`src/rtl/analog_io_pkg.sv`:
```
// Shared state type and fixed timing constants for the analog I/O transaction sequencer.
package analog_io_pkg;

    typedef enum logic [2:0] {
        StIdle,
        StTurn,
        StWrite,
        StRead,
        StCapt,
        StDone
    } state_e;

    localparam int unsigned N_AVG        = 4;
    localparam int unsigned AVG_SHIFT    = 2;
    localparam int unsigned TURN_CYCLES  = 1;
    localparam int unsigned WRITE_CYCLES = 2;

endpackage

```
`src/rtl/analog_io_seq_if.sv`:
```
// Request/response handshake plus port-block enable/direction/data bundle for analog_io_seq.
interface analog_io_seq_if #(
    parameter int unsigned BITS = 16
);
    logic            req_valid;
    logic            req_ready;
    logic            req_write;
    logic [BITS-1:0] req_data;
    logic            rsp_valid;
    logic [BITS-1:0] rsp_data;
    logic            busy;
    logic            io_en;
    logic            io_dir;
    logic [BITS-1:0] io_wdata;
    logic [BITS-1:0] io_rdata;

    // Control logic and port block side.
    modport master (
        output req_valid, req_write, req_data, io_rdata,
        input  req_ready, rsp_valid, rsp_data, busy, io_en, io_dir, io_wdata
    );

    // Sequencer side.
    modport slave (
        input  req_valid, req_write, req_data, io_rdata,
        output req_ready, rsp_valid, rsp_data, busy, io_en, io_dir, io_wdata
    );
endinterface

```
`src/rtl/analog_io_acc.sv`:
```
// Sample accumulator for read averaging: clear, add one sample per cycle, expose running total.
module analog_io_acc #(
    parameter int unsigned BITS = 16
) (
    input  logic            clk,
    input  logic            rst_n,
    input  logic            clear,
    input  logic            add,
    input  logic [BITS-1:0] din,
    output logic [BITS+1:0] total
);
    logic [BITS+1:0] acc_q;

    // Total includes the sample presented this cycle so the last add can be consumed directly.
    assign total = acc_q + {2'b00, din};

    always_ff @(posedge clk or negedge rst_n) begin
        if (!rst_n) begin
            acc_q <= '0;
        end else if (clear) begin
            acc_q <= '0;
        end else if (add) begin
            acc_q <= total;
        end
    end
endmodule

```
`src/rtl/analog_io_seq.sv`:
```
// Write/read transaction sequencer for the analog I/O port block with bus turnaround.
// Define IO_SEQ_AVG_EN to average four captured samples per read.
module analog_io_seq
    import analog_io_pkg::*;
#(
    parameter int unsigned BITS   = 16,
    parameter int unsigned SETTLE = 2
) (
    input logic            clk,
    input logic            rst_n,
    analog_io_seq_if.slave bus
);
    localparam int unsigned CW = $clog2(SETTLE + 2);

    localparam logic [CW-1:0] TURN_LAST  = CW'(TURN_CYCLES - 1);
    localparam logic [CW-1:0] WRITE_LAST = CW'(WRITE_CYCLES - 1);
    localparam logic [CW-1:0] READ_LAST  = CW'(SETTLE);
`ifdef IO_SEQ_AVG_EN
    localparam logic [CW-1:0] CAPT_LAST  = CW'(N_AVG - 1);
    localparam logic          CAPT_EN    = 1'b1;
`else
    localparam logic [CW-1:0] CAPT_LAST  = '0;
    localparam logic          CAPT_EN    = 1'b0;
`endif

    state_e          state_q, state_d;
    logic [CW-1:0]   cnt_q, cnt_d;
    logic            last_dir_q, last_dir_d;
    logic            write_q, write_d;
    logic [BITS-1:0] data_q, data_d;
    logic [BITS-1:0] io_wdata_q, io_wdata_d;
    logic [BITS-1:0] rsp_data_q, rsp_data_d;
    logic [BITS-1:0] capt_sample;

    logic            req_ready;
    logic            rsp_valid;
    logic            io_en;
    logic            io_dir;

`ifdef IO_SEQ_AVG_EN
    logic            acc_clear;
    logic            acc_add;
    logic [BITS+1:0] acc_total;

    analog_io_acc #(
        .BITS (BITS)
    ) u_acc (
        .clk   (clk),
        .rst_n (rst_n),
        .clear (acc_clear),
        .add   (acc_add),
        .din   (bus.io_rdata),
        .total (acc_total)
    );

    assign capt_sample = acc_total[AVG_SHIFT +: BITS];
`else
    assign capt_sample = bus.io_rdata;
`endif

    always_comb begin
        state_d    = state_q;
        cnt_d      = cnt_q + CW'(1);
        last_dir_d = last_dir_q;
        write_d    = write_q;
        data_d     = data_q;
        io_wdata_d = io_wdata_q;
        rsp_data_d = rsp_data_q;
        req_ready  = 1'b0;
        rsp_valid  = 1'b0;
        io_en      = 1'b0;
        io_dir     = last_dir_q;
`ifdef IO_SEQ_AVG_EN
        acc_clear  = 1'b0;
        acc_add    = 1'b0;
`endif

        unique case (state_q)
            StIdle: begin
                req_ready = 1'b1;
                cnt_d     = '0;
                if (bus.req_valid) begin
                    write_d = bus.req_write;
                    data_d  = bus.req_data;
                    if (bus.req_write != last_dir_q) begin
                        state_d = StTurn;
                    end else if (bus.req_write) begin
                        state_d    = StWrite;
                        io_wdata_d = bus.req_data;
                    end else begin
                        state_d = StRead;
                    end
                end
            end

            // Dead cycle with the port disabled so the pin never sees both drivers.
            StTurn: begin
                if (cnt_q == TURN_LAST) begin
                    cnt_d = '0;
                    if (write_q) begin
                        state_d    = StWrite;
                        io_wdata_d = data_q;
                    end else begin
                        state_d = StRead;
                    end
                end
            end

            StWrite: begin
                io_en      = 1'b1;
                io_dir     = 1'b1;
                last_dir_d = 1'b1;
                if (cnt_q == WRITE_LAST) begin
                    cnt_d   = '0;
                    state_d = StIdle;
                end
            end

            StRead: begin
                io_en      = 1'b1;
                io_dir     = 1'b0;
                last_dir_d = 1'b0;
`ifdef IO_SEQ_AVG_EN
                acc_clear  = 1'b1;
`endif
                if (cnt_q == READ_LAST) begin
                    cnt_d   = '0;
                    state_d = StCapt;
                end
            end

            StCapt: begin
                io_en  = CAPT_EN;
                io_dir = 1'b0;
`ifdef IO_SEQ_AVG_EN
                acc_add = 1'b1;
`endif
                if (cnt_q == CAPT_LAST) begin
                    cnt_d      = '0;
                    state_d    = StDone;
                    rsp_data_d = capt_sample;
                end
            end

            StDone: begin
                rsp_valid = 1'b1;
                state_d   = StIdle;
            end

            default: begin
                state_d = StIdle;
            end
        endcase
    end

    always_ff @(posedge clk or negedge rst_n) begin
        if (!rst_n) begin
            state_q    <= StIdle;
            cnt_q      <= '0;
            last_dir_q <= 1'b0;
            write_q    <= 1'b0;
            data_q     <= '0;
            io_wdata_q <= '0;
            rsp_data_q <= '0;
        end else begin
            state_q    <= state_d;
            cnt_q      <= cnt_d;
            last_dir_q <= last_dir_d;
            write_q    <= write_d;
            data_q     <= data_d;
            io_wdata_q <= io_wdata_d;
            rsp_data_q <= rsp_data_d;
        end
    end

    assign bus.req_ready = req_ready;
    assign bus.rsp_valid = rsp_valid;
    assign bus.rsp_data  = rsp_data_q;
    assign bus.busy      = (state_q != StIdle);
    assign bus.io_en     = io_en;
    assign bus.io_dir    = io_dir;
    assign bus.io_wdata  = io_wdata_q;
endmodule

```
`src/flat_wrapper.sv`:
```
// flat-port wrapper written by rule: the top's interface ports become plain ports
module analog_io_seq_flat import analog_io_pkg::*;
#(
    parameter int unsigned BITS   = 16,
    parameter int unsigned SETTLE = 2
)
  (clk, rst_n, bus_req_valid, bus_req_write, bus_req_data, bus_io_rdata, bus_req_ready, bus_rsp_valid, bus_rsp_data, bus_busy, bus_io_en, bus_io_dir, bus_io_wdata);
  analog_io_seq_if #(.BITS(BITS)) bus_i ();
  input logic clk;
  input logic rst_n;
  input wire logic [$bits(bus_i.req_valid)-1:0] bus_req_valid;
  input wire logic [$bits(bus_i.req_write)-1:0] bus_req_write;
  input wire logic [$bits(bus_i.req_data)-1:0] bus_req_data;
  input wire logic [$bits(bus_i.io_rdata)-1:0] bus_io_rdata;
  output wire logic [$bits(bus_i.req_ready)-1:0] bus_req_ready;
  output wire logic [$bits(bus_i.rsp_valid)-1:0] bus_rsp_valid;
  output wire logic [$bits(bus_i.rsp_data)-1:0] bus_rsp_data;
  output wire logic [$bits(bus_i.busy)-1:0] bus_busy;
  output wire logic [$bits(bus_i.io_en)-1:0] bus_io_en;
  output wire logic [$bits(bus_i.io_dir)-1:0] bus_io_dir;
  output wire logic [$bits(bus_i.io_wdata)-1:0] bus_io_wdata;
  assign bus_i.req_valid = bus_req_valid;
  assign bus_i.req_write = bus_req_write;
  assign bus_i.req_data = bus_req_data;
  assign bus_i.io_rdata = bus_io_rdata;
  assign bus_req_ready = bus_i.req_ready;
  assign bus_rsp_valid = bus_i.rsp_valid;
  assign bus_rsp_data = bus_i.rsp_data;
  assign bus_busy = bus_i.busy;
  assign bus_io_en = bus_i.io_en;
  assign bus_io_dir = bus_i.io_dir;
  assign bus_io_wdata = bus_i.io_wdata;
  analog_io_seq #(.BITS(BITS), .SETTLE(SETTLE)) u_core (.clk(clk), .rst_n(rst_n), .bus(bus_i));
endmodule
```
`config.mk`:
```
export PLATFORM = sky130hd
export DESIGN_NAME = analog_io_seq_flat
export DESIGN_NICKNAME = d
export VERILOG_FILES = /design/src/rtl/analog_io_pkg.sv /design/src/rtl/analog_io_seq_if.sv /design/src/rtl/analog_io_acc.sv /design/src/rtl/analog_io_seq.sv /design/src/flat_wrapper.sv
export SDC_FILE = /design/constraint.sdc
export NUM_CORES = 1
export LEC_CHECK = 0
export ABC_AREA = 0
export ABC_CLOCK_PERIOD_IN_PS = 4700
export BUFFER_PORTS_ARGS = -buffer_cell sky130_fd_sc_hd__buf_2
export CORE_MARGIN = 2
export CORE_UTILIZATION = 56
export DETAILED_ROUTE_END_ITERATION = 12
export PLACE_DENSITY = 0.85
export SETUP_SLACK_MARGIN = 0.15
export SYNTH_ARGS = -nofsm -noshare
export SYNTH_HDL_FRONTEND = slang
export SYNTH_SLANG_ARGS = --single-unit
export TNS_END_PERCENT = 10
```
`constraint.sdc`:
```
create_clock -name clk -period 4.7 [get_ports clk]
set_input_delay 0.235 -clock clk [delete_from_list [all_inputs] [get_ports clk]]
set_output_delay 0.235 -clock clk [all_outputs]
set_load 0.1 [all_outputs]
```
==> results of run 1 <==
==> cell families after synthesis <==
group,count (synthesis)
multiplexers,68
flip-flops,55
AND/OR/NAND/NOR,19
buffers and inverters,16
AO/OA/AOI/OAI,15
adder cells (fa/ha/maj),7
==> path summary, 6_finish.rpt <==
check                                              startpoint                                   to  slack [ps]
worst max register to register  u_core.state_q[0]$_DFFE_PN0P_   u_core.bus.io_wdata[8]$_DFFE_PN0P_        2190
worst max-delay path            u_core.state_q[0]$_DFFE_PN0P_                           bus_io_dir        2120
worst min-delay path                                    rst_n        u_core.state_q[1]$_DFFE_PN0P_          40
worst min register to register   u_core.data_q[8]$_DFFE_PN0P_         u_core.data_q[8]$_DFFE_PN0P_         490
max in group asynchronous                               rst_n         u_core.data_q[8]$_DFFE_PN0P_        4210
min in group clk                             bus_io_rdata[10]  u_core.bus.rsp_data[10]$_DFFE_PN0P_         150
==> area by class of cell <==
class                   count  area (um2)  area share [%]
clock buffers               5       68.82           2.262
multi-input cells         109        1114           36.61
inverters                   5       18.77          0.6170
flip-flops and latches     55        1376           45.25
clock inverters             3       23.77          0.7816
well taps                  52       65.06           2.139
repair buffers             74       375.4           12.34
==> cells in the mapped netlist <==
cell type                   count
sky130_fd_sc_hd__dfrtp_1       55
sky130_fd_sc_hd__mux2_2        55
sky130_fd_sc_hd__mux2_1        11
sky130_fd_sc_hd__ha_1           7
sky130_fd_sc_hd__inv_1          5
sky130_fd_sc_hd__o21ai_0        5
sky130_fd_sc_hd__buf_2          4
sky130_fd_sc_hd__buf_6          4
sky130_fd_sc_hd__nor2_1         4
sky130_fd_sc_hd__clkbuf_1       3
sky130_fd_sc_hd__nand2b_1       3
sky130_fd_sc_hd__a211oi_1       2
sky130_fd_sc_hd__mux2i_1        2
sky130_fd_sc_hd__nand2_1        2
sky130_fd_sc_hd__nor2b_1        2
sky130_fd_sc_hd__nor3b_1        2
sky130_fd_sc_hd__a211oi_4       1
sky130_fd_sc_hd__a21o_1         1
sky130_fd_sc_hd__a21oi_1        1
sky130_fd_sc_hd__a221o_1        1
sky130_fd_sc_hd__a221oi_1       1
sky130_fd_sc_hd__a32o_1         1
sky130_fd_sc_hd__and2_1         1
sky130_fd_sc_hd__nand3_1        1
sky130_fd_sc_hd__nand3b_1       1
sky130_fd_sc_hd__nand4bb_4      1
sky130_fd_sc_hd__nor3_2         1
sky130_fd_sc_hd__nor3b_4        1
sky130_fd_sc_hd__o221ai_1       1
sky130_fd_sc_hd__o311ai_0       1
==> sequential cells by signal (all words and copies together), names as in the netlist <==
register / cells
u_core.bus.io_wdata: 16
u_core.bus.rsp_data: 16
u_core.write_q: 1
u_core.data_q: 16
u_core.last_dir_q: 1
u_core.cnt_q: 2
u_core.state_q: 3
==> metal layers <==
layer / part of all wire [%] / routed length, um / track usage [%]
met2: 52 / 2439 / 33.95
met3: 4.7 / 223 / 4.444
met4: 1.5 / 70 / 7.128
met1: 42 / 1977 / 25.26
met5: 0 / 0 / 0
==> critical path, cell delays in order (launching register included) <==
cell	delay (ps)
sky130_fd_sc_hd__dfrtp_1	820
sky130_fd_sc_hd__buf_4	350
sky130_fd_sc_hd__o21ai_0	100
sky130_fd_sc_hd__a221oi_1	280
sky130_fd_sc_hd__buf_2	480
==> stage by stage <==
step	instances	worst slack [ps]
floorplan	180	981.6
global placement	295	2257
detailed placement	295	2163
CTS	303	2082
global route	303	1940
finish	303	2117
==> results.yml, run 1 <==
outcome:
  run_status: "complete, no violations"
synth:
  synthAdderAreaFrac_pct: 3.388
  synth_top_cells_by_area: "sky130_fd_sc_hd__dfrtp_1 (53%), sky130_fd_sc_hd__mux2_2 (24%), sky130_fd_sc_hd__mux2_1 (4.8%)"
  post_synth_xor_area_fraction_pct: 0
  synth_largest_type_area_fraction_pct: 53.24
  main_combinational_cell_family_by_area_after_synthesis: "multiplexers"
  share_of_cell_area_taken_by_muxes_after_synthesis_pct: 29.53
  synth-warning-count: 0
  synth-seq-cells: 55
  compound_gate_fraction_of_synth_area_pct: 4.598
  syn-num-nets: 223
  proportion_of_synthesized_chip_area_in_sequential_cells_pct: 53.24
  synth_largest_area_cell: "sky130_fd_sc_hd__dfrtp_1"
  synthDistinctLibCells: 30
  mappedNetlistArea_mm2: 0.002585
  synthSimpleGateAreaFrac_pct: 5.566
  postSynthCellCount: 180
  synth.avg_cell_area_um2: 14.36
cells_and_area:
  fin_util_pct: 68.91
  finalInstanceArea_mm2: 0.003042
  num-fill-cells: 322
  drive_above_1_share_pct: 56.18
  n_antenna_cell: 0
  num-nets-final: 293
  mostFrequentLayoutCells: "sky130_fd_sc_hd__buf_2 (72), sky130_fd_sc_hd__mux2_2 (55), sky130_fd_sc_hd__dfrtp_1 (55), sky130_fd_sc_hd__mux2_1 (11), sky130_fd_sc_hd__ha_1 (7)"
  layout.cells.most_common: "sky130_fd_sc_hd__buf_2"
  layout-area-overhead-vs-synth_pct: 17.67
critical_path:
  critical_path.max_fanout: 19
  worstSetupPathType: "register to output port"
  worst_reg_to_reg_path_cell_count: 4
  setup.worst_path.start_class: "register"
  crit_arrival_ps: 2350
  crit_required_ps: 4470
  crit_path_end_kind: "output port"
cts:
  numClockSinks: 55
  clock_tree.root_cell: "sky130_fd_sc_hd__clkbuf_8"
  cts-hold-fix-buffers: 0
  clkSlewWorstSetupHoldPaths_ps: 100
  worstSkewPairLatency_ps: 300
  cts_htree_levels: 2
  cts_resized: 0
  max-clock-path-buffers: 2
  cts_tree: "done"
  cts_setup_buffers: 0
  cts-buffers-inserted: 5
global_route:
  grt_first_pass_wirelength_mm: 7.859
  grt_max_degree: 56
  grt_remaining_overflow: 0
  number_of_global_route_vias_before_repair: 1671
  grt_util_all_layers_pct: 19.95
  number_of_antenna_violations_at_the_first_check_in_global_routing: 0
run:
  cap_viol_max_count: 0
sta:
  fin_setup_tns_ps: 0
  transition_time_at_the_pin_with_the_least_slew_margin_ps: 858.9
  maxSlewHeadroom_pct: 42.74
  period_minus_slack_ps: 2583
  post-route-period-util_pct: 54.95
  report.final.setup_viol: 0
  hold_viol_final: 0
  skew_final_ps: 7.751
  slew_viol_final: 0
  max_clock_freq_mhz: 387.2
  fin_hold_ws_ps: 38.36
  rsz0062_at_grt: "false"
placement:
  placement.cell_area_mm2: 0.002949
  port_buffers: 72
  detailedPlacementHpwl_mm: 3.404
  gp_congestion: 0.7521
detailed_routing:
  ant_nets: 0
  drt_first_iter_violations: 102
  drt_drc_violations_left: 0
  wl_mm: 4.710
  via_count: 1632
  drt-pass1-iter-count: 4
  route.detailed.vias_per_inst: 5.386
  routed_wire_length_per_instance_um: 15.54
floorplanning:
  dieWidth_um: 71.94
  initial_core_util_pct: 58.56
  design.die.area_mm2: 0.005175
  chipHeight_um: 71.94
  fp.coreArea_mm2: 0.004414
  floorplan.io_pins: 73
  placementRows: 24
hold_path:
  worstHoldPathType: "primary input to asynchronous set/reset pin"
Power of run 1 is not shown: default switching activity piles up to over one toggle a cycle in this logic, so the estimate is an artifact.
==> run 2, diff against run 1 <==
--- a/config.mk
+++ b/config.mk
@@ -6,12 +6,12 @@
 export NUM_CORES = 1
 export LEC_CHECK = 0
 export ABC_AREA = 0
-export ABC_CLOCK_PERIOD_IN_PS = 4700
+export ABC_CLOCK_PERIOD_IN_PS = 2700
 export BUFFER_PORTS_ARGS = -buffer_cell sky130_fd_sc_hd__buf_2
 export CORE_MARGIN = 2
-export CORE_UTILIZATION = 56
+export CORE_UTILIZATION = 52
 export DETAILED_ROUTE_END_ITERATION = 12
-export PLACE_DENSITY = 0.85
+export PLACE_DENSITY = 0.8
 export SETUP_SLACK_MARGIN = 0.15
 export SYNTH_ARGS = -nofsm -noshare
 export SYNTH_HDL_FRONTEND = slang
==> constraint.sdc (replaced) <==
create_clock -name clk -period 2.7 [get_ports clk]
set_input_delay 0.135 -clock clk [delete_from_list [all_inputs] [get_ports clk]]
set_output_delay 0.135 -clock clk [all_outputs]
set_load 0.1 [all_outputs]
==> run 2 against run 1 <==
- die area up 7.3%
- non-clock buffer count up 7
- first-iteration DRC count down 15%
- register-to-register slack lost 1400 ps
- clock-buffer cell count increased by 1
- routed wire length shrank 0.72%
- core utilization is 2.7 points lower
- clock skew decreased by 1.2 ps
- final area is 3.4% higher
- via count up 2.2%
- global-route usage is 2.4 points lower
- worst setup slack worse by 1600 ps
- critical endpoint unchanged
- largest cell class unchanged
==> results.yml, run 2 (synthesis gave the netlist of run 1 again) <==
cells_and_area:
  num-nets-final: 300
  n_antenna_cell: 0
  drive_above_1_share_pct: 57.36
  num-fill-cells: 384
  layout-area-overhead-vs-synth_pct: 21.68
  mostFrequentLayoutCells: "sky130_fd_sc_hd__buf_2 (72), sky130_fd_sc_hd__mux2_2 (55), sky130_fd_sc_hd__dfrtp_1 (55), sky130_fd_sc_hd__mux2_1 (11), sky130_fd_sc_hd__buf_4 (8)"
  layout.cells.most_common: "sky130_fd_sc_hd__buf_2"
critical_path:
  timing.critical_path.buf_inv: 2
  critical_path.max_fanout: 15
  critical_path_top_delay_cell: "sky130_fd_sc_hd__dfrtp_1"
  setup.worst_path.start_class: "register"
  worst_r2r_endpoint: "u_core.bus.io_wdata[7]$_DFFE_PN0P_"
  cp_slowest_stage_delay_ps: 690
  reg2reg_setup_slack_ps: 770
  crit_path_cell_trace: "nand2b_1 > inv_1 > a221oi_2 > buf_2"
  worstSetupPathType: "register to output port"
  worst_reg_to_reg_path_cell_count: 6
  crit_arrival_ps: 2040
  crit_path_end_kind: "output port"
  path_delay_family: "flip-flops"
  worst_r2r_startpoint: "u_core.cnt_q[0]$_DFF_PN0_"
  crit_required_ps: 2570
run:
  cap_viol_max_count: 0
outcome:
  run_status: "complete, no violations"
floorplanning:
  floorplan.io_pins: 73
  chipHeight_um: 74.51
  design.die.area_mm2: 0.005551
  fp.coreArea_mm2: 0.004755
  dieWidth_um: 74.51
  initial_core_util_pct: 54.37
  placementRows: 25
cts:
  cts_tree: "done"
  cts_setup_buffers: 0
  cts-hold-fix-buffers: 1
  cts-buffers-inserted: 5
  clkSlewWorstSetupHoldPaths_ps: 100
  worstSkewPairLatency_ps: 300
  clock_tree.root_cell: "sky130_fd_sc_hd__clkbuf_8"
  max-clock-path-buffers: 2
  cts_resized: 0
  numClockSinks: 55
  cts_htree_levels: 2
sta:
  skew_final_ps: 6.559
  fin_setup_tns_ps: 0
  report.final.setup_viol: 0
  post-route-period-util_pct: 80.41
  transition_time_at_the_pin_with_the_least_slew_margin_ps: 572.1
  max_clock_freq_mhz: 460.6
  period_minus_slack_ps: 2171
  hold_viol_final: 0
  rsz0062_at_grt: "false"
  slew_viol_final: 0
  maxSlewHeadroom_pct: 61.86
global_route:
  grt_max_degree: 32
  grt_first_pass_wirelength_mm: 7.403
  number_of_global_route_vias_before_repair: 1630
  grt_remaining_overflow: 0
  number_of_antenna_violations_at_the_first_check_in_global_routing: 0
  grt_util_all_layers_pct: 17.51
placement:
  detailedPlacementHpwl_mm: 3.519
  gp_congestion: 0.7463
  port_buffers: 72
hold_path:
  worstHoldPathType: "primary input to register"
  hold_path_startpoint: "bus_req_data[12]"
  worst_hold_path.endpoint: "u_core.data_q[12]$_DFFE_PN0P_"
  worst_hold_path.num_cells: 2
detailed_routing:
  routed_wire_length_per_instance_um: 14.39
  via_count: 1668
  ant_nets: 0
  wl_mm: 4.676
  drt-pass1-iter-count: 4
  drt_first_iter_violations: 87
  drt_drc_violations_left: 0
  route.detailed.vias_per_inst: 5.132
[run 2: cell types whose count changed in the layout (fill, tap and decap cells not counted), sizes merged]
cell,delta
clkbuf,+1
clkinv,-1
dlygate4sd3,+1
bufinv,+1
buf,+6
clkinvlp,-1
[run 2: worst max-delay path by stage]
stage | startpoint | endpoint | slack [ps] | depth (start not counted)
2_1_floorplan | u_core.state_q[1]$_DFFE_PN0P_ | bus_busy | -90 | 3
3_3_place_gp | u_core.cnt_q[0]$_DFF_PN0_ | u_core.bus.io_wdata[1]$_DFFE_PN0P_ | 850 | 6
3_5_place_dp | u_core.cnt_q[0]$_DFF_PN0_ | u_core.bus.io_wdata[7]$_DFFE_PN0P_ | 810 | 6
4_1_cts | u_core.state_q[2]$_DFFE_PN0P_ | bus_io_dir | 550 | 4
5_1_grt | u_core.state_q[2]$_DFFE_PN0P_ | bus_io_dir | 430 | 4
6_report | u_core.state_q[2]$_DFFE_PN0P_ | bus_io_dir | 530 | 4
[run 2: stage by stage]
| step | hold slack [ps] | setup WS (ps) | cell area, um2 | cells | utilization, % |
|---|---|---|---|---|---|
| global placement | 165.6 | 847.3 | 3024 | 316 | 63.61 |
| finish | 57.41 | 528.9 | 3146 | 325 | 66.16 |
| detailed placement | 164.2 | 807.7 | 3024 | 316 | 63.61 |
| floorplan | -160.6 | -94.51 | 2596 | 180 | - |
| CTS | 49.46 | 546.5 | 3146 | 325 | 66.16 |
| global route | 44.14 | 433.6 | 3146 | 325 | 66.16 |
[run 2: metal layers]
layer	vias up	track usage [%]	wire length, um
met1	825	22.25	2000
met5	-	0	0
met2	48	30.09	2427
li1	793	-	-
met4	0	3.571	17
met3	2	5.014	231
[run 2: area by class of cell]
type / instances / area (um2) / share of cell area [%]
sequential: 55 / 1376 / 43.75
multi-input combinational: 109 / 1125 / 35.76
timing repair buffer: 81 / 430.4 / 13.68
tap: 67 / 83.83 / 2.665
clock buffer: 6 / 72.57 / 2.307
clock inverter: 2 / 38.79 / 1.233
inverter: 5 / 18.77 / 0.5967
Power of run 2 is left out for the same reason.
